File: config.mk
export PLATFORM = sky130hd
export DESIGN_NAME = sram_d_arbiter
export DESIGN_NICKNAME = d
export VERILOG_FILES = /design/src/rtl/sram_arb_pkg.sv /design/src/rtl/sram_arb_rr2.sv /design/src/rtl/sram_d_arbiter.sv
export SDC_FILE = /design/constraint.sdc
export NUM_CORES = 1
export LEC_CHECK = 0
export ABC_CLOCK_PERIOD_IN_PS = 1600
export CAP_MARGIN = 10
export CORE_AREA = 2 2 122 124
export CTS_BUF_LIST = sky130_fd_sc_hd__clkbuf_8
export CTS_CLUSTER_DIAMETER = 80
export CTS_CLUSTER_SIZE = 40
export DETAILED_ROUTE_END_ITERATION = 8
export DIE_AREA = 0 0 124 126
export SYNTH_ARGS = -nofsm -noshare
export SYNTH_HDL_FRONTEND = slang
export SYNTH_SLANG_ARGS = --single-unit
File: constraint.sdc
create_clock -name clk_i -period 1.6 [get_ports clk_i]
set_input_delay 0.32 -clock clk_i [delete_from_list [all_inputs] [get_ports clk_i]]
set_output_delay 0.32 -clock clk_i [all_outputs]
set_load 0.05 [all_outputs]
File: src/rtl/sram_arb_pkg.sv
// Shared types and constants for the two-master SRAM data-port arbiter.
package sram_arb_pkg;

    typedef enum logic {
        MST_CORE = 1'b0,
        MST_HOST = 1'b1
    } mst_id_e;

    typedef struct packed {
        logic        req;
        logic [31:0] addr;
        logic        we;
        logic [3:0]  be;
        logic [31:0] wdata;
    } obi_req_t;

    typedef struct packed {
        logic        gnt;
        logic        rvalid;
        logic [31:0] rdata;
        logic        err;
    } obi_rsp_t;

    localparam logic [31:0] SRAM_ERR_RDATA = 32'hDEAD_BEEF;

    function automatic logic addr_in_window(input logic [31:0] addr,
                                            input logic [31:0] base,
                                            input logic [31:0] limit);
        return (addr >= base) && (addr < limit);
    endfunction

endpackage

File: src/rtl/sram_arb_rr2.sv
// Two-way round-robin selector; the pointer remembers the last master served.
module sram_arb_rr2
    import sram_arb_pkg::*;
(
    input  logic       clk,
    input  logic       rst,
    input  logic [1:0] req,
    input  logic       handshake,
    output mst_id_e    sel
);

    mst_id_e last_q;

    always_comb begin
        sel = MST_CORE;
        case (req)
            2'b10:   sel = MST_HOST;
            2'b11:   sel = (last_q == MST_HOST) ? MST_CORE : MST_HOST;
            default: sel = MST_CORE;
        endcase
    end

    // Resetting to the host makes the core win the first contention.
    always_ff @(posedge clk or posedge rst) begin
        if (rst) begin
            last_q <= MST_HOST;
        end else if (handshake) begin
            last_q <= sel;
        end
    end

endmodule

File: src/rtl/sram_d_arbiter.sv
// Round-robin merge of core LSU (m0) and host bridge (m1) onto the SRAM data port.
// Define SRAM_ARB_ADDR_CHECK_EN to reject out-of-window addresses with an error response.
module sram_d_arbiter
    import sram_arb_pkg::*;
#(
    parameter logic [31:0] SRAM_BASE_ADDR = 32'h8000_0000,
    parameter logic [31:0] SRAM_END_ADDR  = 32'h8000_C000
) (
    input  logic        clk_i,
    input  logic        rst_i,
    input  logic        m0_req_i,
    output logic        m0_gnt_o,
    input  logic [31:0] m0_addr_i,
    input  logic        m0_we_i,
    input  logic [3:0]  m0_be_i,
    input  logic [31:0] m0_wdata_i,
    output logic        m0_rvalid_o,
    output logic [31:0] m0_rdata_o,
    output logic        m0_err_o,
    input  logic        m1_req_i,
    output logic        m1_gnt_o,
    input  logic [31:0] m1_addr_i,
    input  logic        m1_we_i,
    input  logic [3:0]  m1_be_i,
    input  logic [31:0] m1_wdata_i,
    output logic        m1_rvalid_o,
    output logic [31:0] m1_rdata_o,
    output logic        m1_err_o,
    output logic        sram_d_req_o,
    input  logic        sram_d_gnt_i,
    output logic [31:0] sram_d_addr_o,
    output logic        sram_d_we_o,
    output logic [3:0]  sram_d_be_o,
    output logic [31:0] sram_d_wdata_o,
    input  logic        sram_d_rvalid_i,
    input  logic [31:0] sram_d_rdata_i,
    output logic        illegal_o
);

`ifdef SRAM_ARB_ADDR_CHECK_EN
    localparam bit CHECK_EN = 1'b1;
`else
    localparam bit CHECK_EN = 1'b0;
`endif

    obi_req_t m0_bus, m1_bus, sel_bus;
    obi_rsp_t m0_rsp, m1_rsp;
    mst_id_e  sel, owner_q;
    logic     legal, sel_gnt, handshake;
    logic     fwd_q, err_q;
    logic     rsp_valid;
    logic [31:0] rsp_data;

    sram_arb_rr2 u_rr2 (
        .clk       (clk_i),
        .rst       (rst_i),
        .req       ({m1_req_i, m0_req_i}),
        .handshake (handshake),
        .sel       (sel)
    );

    always_comb begin
        m0_bus  = '{req: m0_req_i, addr: m0_addr_i, we: m0_we_i, be: m0_be_i, wdata: m0_wdata_i};
        m1_bus  = '{req: m1_req_i, addr: m1_addr_i, we: m1_we_i, be: m1_be_i, wdata: m1_wdata_i};
        sel_bus = (sel == MST_HOST) ? m1_bus : m0_bus;

        legal     = ~CHECK_EN | addr_in_window(sel_bus.addr, SRAM_BASE_ADDR, SRAM_END_ADDR);
        // Illegal requests are accepted locally so the master never stalls on them.
        sel_gnt   = sel_bus.req & (legal ? sram_d_gnt_i : 1'b1);
        handshake = sel_gnt;

        sram_d_req_o   = sel_bus.req & legal;
        sram_d_addr_o  = sel_bus.req ? sel_bus.addr  : 32'h0;
        sram_d_we_o    = sel_bus.req ? sel_bus.we    : 1'b0;
        sram_d_be_o    = sel_bus.req ? sel_bus.be    : 4'h0;
        sram_d_wdata_o = sel_bus.req ? sel_bus.wdata : 32'h0;
    end

    always_ff @(posedge clk_i or posedge rst_i) begin
        if (rst_i) begin
            fwd_q   <= 1'b0;
            err_q   <= 1'b0;
            owner_q <= MST_CORE;
        end else begin
            fwd_q <= handshake & legal;
            err_q <= handshake & ~legal;
            if (handshake) begin
                owner_q <= sel;
            end
        end
    end

    always_comb begin
        rsp_valid = (sram_d_rvalid_i & fwd_q) | err_q;
        rsp_data  = err_q ? SRAM_ERR_RDATA : sram_d_rdata_i;

        m0_rsp.gnt    = (sel == MST_CORE) & sel_gnt;
        m0_rsp.rvalid = rsp_valid & (owner_q == MST_CORE);
        m0_rsp.rdata  = m0_rsp.rvalid ? rsp_data : 32'h0;
        m0_rsp.err    = err_q & (owner_q == MST_CORE);

        m1_rsp.gnt    = (sel == MST_HOST) & sel_gnt;
        m1_rsp.rvalid = rsp_valid & (owner_q == MST_HOST);
        m1_rsp.rdata  = m1_rsp.rvalid ? rsp_data : 32'h0;
        m1_rsp.err    = err_q & (owner_q == MST_HOST);
    end

    assign m0_gnt_o    = m0_rsp.gnt;
    assign m0_rvalid_o = m0_rsp.rvalid;
    assign m0_rdata_o  = m0_rsp.rdata;
    assign m0_err_o    = m0_rsp.err;
    assign m1_gnt_o    = m1_rsp.gnt;
    assign m1_rvalid_o = m1_rsp.rvalid;
    assign m1_rdata_o  = m1_rsp.rdata;
    assign m1_err_o    = m1_rsp.err;
    assign illegal_o   = err_q;

endmodule
# == Yosys cells after proc, flatten, opt, wreduce, memory -nomap -nowiden ==
# Cells that the tools add are included.
# Widths: inputs -> output; s select.
# word_totals
output_inout_bits,141
ff_bits,3
# classes
n_eq_ne,2
bitwise,8
n_mux,9
# op_table
op,count
$mux 32,4
$mux 70,1
$and 1x1->1,6
$eq 2x2->1 const B,2
$mux 4,1
$mux 1,2
$not 1->1,2
$pmux 1 s2,1

# == Longest topological paths before layout ==
# Gate-level depths: netlist (run 1).
# logic_depth
ltp_word,5
depth_mapped,4

# == Hierarchy ==
# Synthesis (run 1) repeated with hierarchy kept, for this count alone.
# unflattened
cells_unflattened,217
area_unflattened_um2,1482.7
# by_module_without_submodules
mod,area_per_inst_um2,instances,cells_per_inst,seq_area_each_um2
sram_d_arbiter,1426.4,1,213,50.0
sram_arb_rr2,56.3,1,4,26.3

# == Worst setup path before layout (run 1) ==
# OpenSTA, ideal clock, no wires.
# synth_timing
path_kind,register to output
from,register u_rr2.last_q
to,output port m0_gnt_o
stages_incl_launch_ff,5
n_path_buf,2
required_time_ns,1.280
path_slack_ns,-0.364
arrival_time_ns,1.644
path_cell_list,dfstp_2 > nand2b_1 > buf_6 > buf_6 > nor2b_1
# synth_via
elab_chain_len,5
word_cells_on_any_way,6
# synth_lines
item,line,text
"start, declared",sram_arb_rr2.sv:12,mst_id_e last_q;
"start signal, assigned",sram_arb_rr2.sv:28,last_q <= sel;
$mux 1 (*),sram_arb_rr2.sv:18,2'b11: sel = (last_q == MST_HOST) ? MST_CORE : MST_HOST;
$pmux 1 s2 (*),sram_arb_rr2.sv:16,case (req)
$mux 70,sram_d_arbiter.sv:65,sel_bus = (sel == MST_HOST) ? m1_bus : m0_bus;
$and 1x1->1,sram_d_arbiter.sv:69,sel_gnt = sel_bus.req & (legal ? sram_d_gnt_i : 1'b1);
$and 1x1->1 (*),sram_d_arbiter.sv:97,m0_rsp.gnt = (sel == MST_CORE) & sel_gnt;
"end, declared",sram_d_arbiter.sv:12,"output logic m0_gnt_o,"
# Every way passes the cells marked *; elsewhere a longest branch is shown, timed or not.

# == Final worst setup path (run 1) ==
# layout_timing
from,register u_rr2.last_q
to,output port sram_d_addr_o[29]
# layout_via
elab_chain_len,4
# layout_lines
item,line,text
$mux 1,sram_arb_rr2.sv:18,
$pmux 1 s2,sram_arb_rr2.sv:16,
$mux 70,sram_d_arbiter.sv:65,
$mux 32,sram_d_arbiter.sv:73,sram_d_addr_o = sel_bus.req ? sel_bus.addr : 32'h0;
"end, declared",sram_d_arbiter.sv:31,"output logic [31:0] sram_d_addr_o,"
# No other way between the ends.

==> out/summary.txt, run 1 <==
Leak - 0.00297 µW
GPL Wtd Cong - 0.831
Internal power - 2040 µW
Initial Util - 10.4%
Seq/Total Area, Yosys - 5.14%
Max rail drop VDD - 0.333 mV
Worst reg2reg path startpoint - u_rr2.last_q$_DFFE_PP1P_
Syn Area/Cell - 8.16 µm²
Syn-to-layout area delta - 355%
Worst path required time - 1.28 ns
Share of synthesized registers carrying an async set or reset - 100%
Setup violations, final - 131
Worst Path Max Fanout - 7
Violations in the final reports - negative setup slack
Post-synth EDFFs - 0
Final hold violation count - 0
Inst Count DP - 665
Setup TNS - -28.69 ns
Ratio of cells with drive above 1 in the final layout - 62.6%
Share of Yosys cell area claimed by the top area cell type - 46.5%
Final worst path period share - 124%
# hold bufs at CTS - 0
Place WS - -0.485 ns
Compound-Gate Fraction of Synth Area - 49.1%
CP startpoint kind - register
Skew-Pair Late Insertion Delay - 0.21 ns
Final Routed Wirelength - 12600 µm
Largest net degree at the start of global routing - 51
Multi-input logic area - 1420 µm²
Syn Std Cell Area - 1490 µm²
Synth Flop Type - dfrtp_1
Detailed placement HPWL - 9830 µm
DRT iter0 DRCs - 75
Critical path data arrival time - 1.67 ns
Power Total - 3700 µW
Initial antenna violation count - 0
Clock buffer depth - 2
First drt pass iteration count - 5
Outcome - complete, but fails checks
N_diodes - 0
FF+latch count, synth - 3
Fin nets - 674
M1 WL - 4010 µm
Slew Viols, Final - 0
WL met3 - 1450 µm
Pwr dens - 547 nW/µm²
Cell variety after synth - 20
CTS tree - yes
R2r endpoint - owner_q$_DFFE_PP0P_
Routed Antenna Nets - 0
Post-synthesis mux area share - 0%
Die Wd - 124 µm
Seq pwr share - 2.8%
Clk pwr share - 5.7%
Reg2Reg Setup Slack - 0.25 ns
Fmax - 0.503 GHz
Final cell count without fillers - 681
Post-Synth Adder-Cell Area - 0%
Met2 wire length - 7000 µm
DRC viols - 0
# IOs - 317
Root Driver - clkbuf_8
Number of max-cap violations - 0
Global-route wire length before repair - 16800 µm
Core Region - 14300 µm²
Critical path class - register to output pin
Filler Cell Count - 1272
Vias in the first global route - 3088
Clock Pin Slew Worst Setup and Hold Paths - 0.03 ns
Top Metal Used - met4
Routed vias - 2955
GR Util All Layers - 13.8%
Comb pwr share - 91.5%
CTS H-tree lvls - 1
Grt total ovfl - 0
Largest family of logic cells by synthesized area - compound AO/OA/AOI/OAI gates
Area leader, netlist - a32o_1
Dominant cells by area after synthesis - a32o_1 47%, and2_1 28%, buf_6 6.1%
Post-synthesis xor/xnor area fraction - 0%
Routed WL per cell - 18.5 µm
IO Port Bufs - 313
Full die area - 15600 µm²
Rows - 44
CP endpoint kind - output pin
Post-Layout Inst Area - 6760 µm²
CTS buffer count - 3
Worst hold path type - primary input to asynchronous set/reset pin
Die height - 126 µm
Register area - 76.3 µm²
Crit path time final - 1.99 ns
Synth Area in Simple Gates - 30.3%
Synth warn - 0
Worst clock skew - 0.00194 ns
RSZ-0062 raised after global routing - true
Final worst setup slack - -0.389 ns
Cell count after synthesis - 182
R2R depth - 5
Vias/cell - 4.34
CTS sink cnt - 3
Switch share - 44.9%
Area of placed instances - 6350 µm²
P_sw - 1660 µW
-- cell usage in the layout (no fill, tap or decap), types with 2 or more instances in the layout --
cell type	instances
clkdlybuf4s50_1	172
dfrtp_1	2
buf_12	146
buf_6	3
buf_4	8
dlygate4sd2_1	2
and2_2	26
buf_16	2
clkbuf_8	3
conb_1	3
and2_4	39
clkbuf_16	6
a32o_2	69
inv_1	2
-- sequential cells by signal, summed over array words and instances, names as in the netlist --
| name | count |
|---|---|
| fwd_q | 1 |
| owner_q | 1 |
| u_rr2.last_q | 1 |
-- cells in the mapped netlist (2+ instances only) --
master,n
and2_1,66
buf_2,3
clkbuf_1,11
buf_6,8
buf_4,10
a32o_1,69
dfrtp_1,2
-- cells by family (layout without fill, tap and decap cells) --
group / Yosys count / count (layout)
AOI/OAI and AO/OA: 73 / 73
buffers and inverters: 33 / 346
DFF: 3 / 3
other: 1 / 3
and+or+nand+nor: 72 / 72
-- critical path, stage by stage, from the launching register on --
cell and delay (ns):
dfstp_2 0.57, buf_12 0.11, a21boi_4 0.06, buf_12 0.15, buf_16 0.14, a32o_2 0.26
buf_12 0.15
-- what timing repair did --
item	4_1_cts	5_1_grt
resized for setup	44	4
setup buffers	2	2
pin swaps	11	30
gates cloned	2	8
endpoints found under the setup margin	138	137
-- metrics by stage --
step	utilization (%)	hold WS (ns)
4_1_cts	45.9	0.455
6_report	47.2	0.395
2_1_floorplan	-	0.0729
3_5_place_dp	44.4	0.519
5_1_grt	47.2	0.443
3_3_place_gp	44.4	0.528
-- final cells by class --
type	instances	share of cell area, %
well taps	184	3.41
multi-input cells	148	21.1
inverters	1	0.0555
clock inverters	1	0.0555
clock buffers	3	0.611
repair buffers	341	73.7
flip-flops and latches	3	1.13
-- layer usage --
metal | global-route usage, % | vias up
met3 | 4.53 | 12
li1 | - | 1363
met2 | 27.1 | 207
met1 | 13.7 | 1373
met4 | 2.97 | 0
met5 | 0 | -
-- how the worst max path moves through the flow --
stage,from,to,slack (ns),cells past startpoint
2_1_floorplan,u_rr2.last_q$_DFFE_PP1P_,m0_gnt_o,-0.11,4
3_3_place_gp,m1_req_i,sram_d_be_o[1],-0.44,5
3_5_place_dp,m1_req_i,sram_d_be_o[1],-0.48,5
4_1_cts,u_rr2.last_q$_DFFE_PP1P_,sram_d_be_o[1],-0.40,6
5_1_grt,u_rr2.last_q$_DFFE_PP1P_,sram_d_addr_o[29],-0.43,6
6_report,u_rr2.last_q$_DFFE_PP1P_,sram_d_addr_o[29],-0.39,6
-- power by group through the flow --
stage               clock (µW)  sequential, µW  combinational, µW
global placement             0             104               3180
detailed placement           0             104               3210
CTS                        219             104               3310
finish                     211             103               3390
global route               223             105               3500
floorplan                    0            99.9               1490
Note: power is estimated with default switching activity, not from simulation.
==> run 2, diff against run 1 <==
--- a/config.mk
+++ b/config.mk
@@ -9,7 +9,6 @@
 export CAP_MARGIN = 10
 export CORE_AREA = 2 2 122 124
 export CTS_BUF_LIST = sky130_fd_sc_hd__clkbuf_8
-export CTS_CLUSTER_DIAMETER = 80
 export CTS_CLUSTER_SIZE = 40
 export DETAILED_ROUTE_END_ITERATION = 8
 export DIE_AREA = 0 0 124 126
==> results of run 2 <==
No change in the layout: final DEF, timing and power equal those of run 1.
==> run 3, diff against run 2 <==
--- a/config.mk
+++ b/config.mk
@@ -12,6 +12,7 @@
 export CTS_CLUSTER_SIZE = 40
 export DETAILED_ROUTE_END_ITERATION = 8
 export DIE_AREA = 0 0 124 126
+export SETUP_SLACK_MARGIN = 0.5
 export SYNTH_ARGS = -nofsm -noshare
 export SYNTH_HDL_FRONTEND = slang
 export SYNTH_SLANG_ARGS = --single-unit
==> run 3 against run 2 <==
Net effect: the flow still finishes with violations (negative setup slack); non-clock buffer count increased by 25; via count rose by 3.9%; clock skew is 0.0015 ns lower; maximum frequency up 2.7%; largest cell class unchanged; largest power group unchanged.
==> out/summary.txt, run 3 (synthesized netlist as in run 1, its figures left out) <==
Outcome - complete, but fails checks (unchanged)
Violations in the final reports - negative setup slack (unchanged)
Slew Viols, Final - 0 (unchanged)
Rows - 44 (unchanged)
Worst path required time - 1.28 ns (about the same)
Final worst setup slack - -0.336 ns (was -0.389 ns)
Initial Util - 10.4% (unchanged)
CTS tree - yes (unchanged)
Inst Count DP - 667 (was 665)
Worst Path Max Fanout - 14 (was 7)
Ratio of cells with drive above 1 in the final layout - 64.6% (was 62.6%)
Commonest non-fill, non-tap cell in the layout - clkdlybuf4s50_1 (unchanged)
Final hold violation count - 0 (unchanged)
Syn-to-layout area delta - 383% (was 355%)
Detailed placement HPWL - 10100 µm (was 9830 µm)
Vias/cell - 4.35 (was 4.34)
Fmax - 0.517 GHz (was 0.503 GHz)
Max rail drop VDD - 0.303 mV (was 0.333 mV)
GPL Wtd Cong - 0.824 (was 0.831)
# IOs - 317 (unchanged)
Vias in the first global route - 3331 (was 3088)
RSZ-0062 raised after global routing - true (unchanged)
CTS sink cnt - 3 (unchanged)
DRT iter0 DRCs - 91 (was 75)
P_sw - 1700 µW (was 1660 µW)
Pwr dens - 539 nW/µm² (was 547 nW/µm²)
Biggest registers after layout - fwd_q x1, owner_q x1, u_rr2.last_q x1 (unchanged)
Routed WL per cell - 19.1 µm (was 18.5 µm)
Largest net degree at the start of global routing - 59 (was 51)
Clock Pin Slew Worst Setup and Hold Paths - 0.03 ns (about the same)
Root Driver - clkbuf_8 (unchanged)
Leak - 0.00318 µW (was 0.00297 µW)
Filler Cell Count - 1246 (was 1272)
Final worst path period share - 121% (was 124%)
First drt pass iteration count - 4 (was 5)
Reg2Reg Setup Slack - 0.21 ns (was 0.25 ns)
IO Port Bufs - 313 (unchanged)
Commonest cells after routing, fill and taps aside - 172 x clkdlybuf4s50_1, 146 x buf_12, 69 x a32o_2 (unchanged)
Final cell count without fillers - 706 (was 681)
CP endpoint kind - output pin (unchanged)
Clk pwr share - 5.6% (was 5.7%)
GR Util All Layers - 16.0% (was 13.8%)
Clock buffer depth - 2 (unchanged)
Critical path data arrival time - 1.62 ns (was 1.67 ns)
Worst hold path type - primary input to asynchronous set/reset pin (unchanged)
CTS buffer count - 3 (unchanged)
Comb pwr share - 91.8% (was 91.5%)
Internal power - 2170 µW (was 2040 µW)
Fin nets - 699 (was 674)
Skew-Pair Late Insertion Delay - 0.21 ns (about the same)
Switch share - 44.0% (was 44.9%)
Global-route wire length before repair - 19400 µm (was 16800 µm)
# hold bufs at CTS - 0 (unchanged)
Grt total ovfl - 0 (unchanged)
N_diodes - 0 (unchanged)
Die Wd - 124 µm (unchanged)
Routed Antenna Nets - 0 (unchanged)
CTS H-tree lvls - 1 (unchanged)
Full die area - 15600 µm² (unchanged)
DRC viols - 0 (unchanged)
Setup violations, final - 137 (was 131)
Routed vias - 3069 (was 2955)
Critical path class - register to output pin (unchanged)
Crit path time final - 1.94 ns (was 1.99 ns)
Core Region - 14300 µm² (unchanged)
Initial antenna violation count - 0 (unchanged)
Number of max-cap violations - 0 (unchanged)
Power Total - 3870 µW (was 3700 µW)
Seq pwr share - 2.6% (was 2.8%)
Final Routed Wirelength - 13500 µm (was 12600 µm)
Die height - 126 µm (unchanged)
CP startpoint kind - register (unchanged)
Worst clock skew - 0.000433 ns (was 0.00194 ns)
## run 3: area by class of cell
cell class	instances	area, µm²	area share [%]
sequential	3	76.3	1.06
multi-input combinational	148	1460	20.3
inverter	1	3.75	0.0523
timing repair buffer	366	5360	74.7
tap	184	230	3.21
clock inverter	1	3.75	0.0523
clock buffer	3	41.3	0.575
## run 3: critical path, cell delays in order, from the launching register on
cell and delay (ns):
dfstp_2 0.55, buf_6 0.11, a21boi_4 0.06, buf_6 0.14, buf_16 0.15, a32o_2 0.24
buf_12 0.15
## run 3: power groups by stage
| stage | Clock, µW | Combinational (µW) | Sequential (µW) |
|---|---|---|---|
| 2_1_floorplan | 0 | 1560 | 100 |
| 3_3_place_gp | 0 | 3230 | 101 |
| 3_5_place_dp | 0 | 3250 | 99.7 |
| 4_1_cts | 220 | 3500 | 99.1 |
| 5_1_grt | 230 | 3670 | 102 |
| 6_report | 215 | 3550 | 101 |
## run 3: layer usage
metal  global-route usage [%]  share of wire [%]  up-vias
met3                     3.49                 10       12
met4                     3.17                1.4        0
met5                        0                  0        -
met2                     32.1                 55      212
li1                         -                  -     1415
met1                     16.7                 33     1430
## run 3: metrics by stage
stage | utilization (%) | hold slack [ns] | setup TNS [ns] | setup WS (ns) | cell area [µm²]
6_report | 50.1 | 0.277 | -34.73 | -0.336 | 7180
5_1_grt | 50.1 | 0.299 | -40.19 | -0.381 | 7180
4_1_cts | 49.0 | 0.280 | -31.80 | -0.353 | 7020
3_5_place_dp | 45.2 | 0.507 | -42.22 | -0.451 | 6460
3_3_place_gp | 45.2 | 0.503 | -39.85 | -0.416 | 6460
2_1_floorplan | - | 0.0729 | 0 | 0.00557 | 1830
## run 3: path summary, 6_finish.rpt
kind,start,endpoint,cells after the start
max,u_rr2.last_q$_DFFE_PP1P_,sram_d_addr_o[24],6
min,rst_i,owner_q$_DFFE_PP0P_,2
max reg2reg,u_rr2.last_q$_DFFE_PP1P_,owner_q$_DFFE_PP0P_,6
min reg2reg,owner_q$_DFFE_PP0P_,owner_q$_DFFE_PP0P_,3
max in group asynchronous,rst_i,u_rr2.last_q$_DFFE_PP1P_,2
min in group clk_i,m1_req_i,u_rr2.last_q$_DFFE_PP1P_,4
## run 3: timing repair
action / in CTS / in global routing
gates resized for setup: 38 / 9
gates cloned: 12 / 1
pin swaps: 6 / 5
setup buffers: 10 / 12
endpoints found under the setup margin: 140 / 140
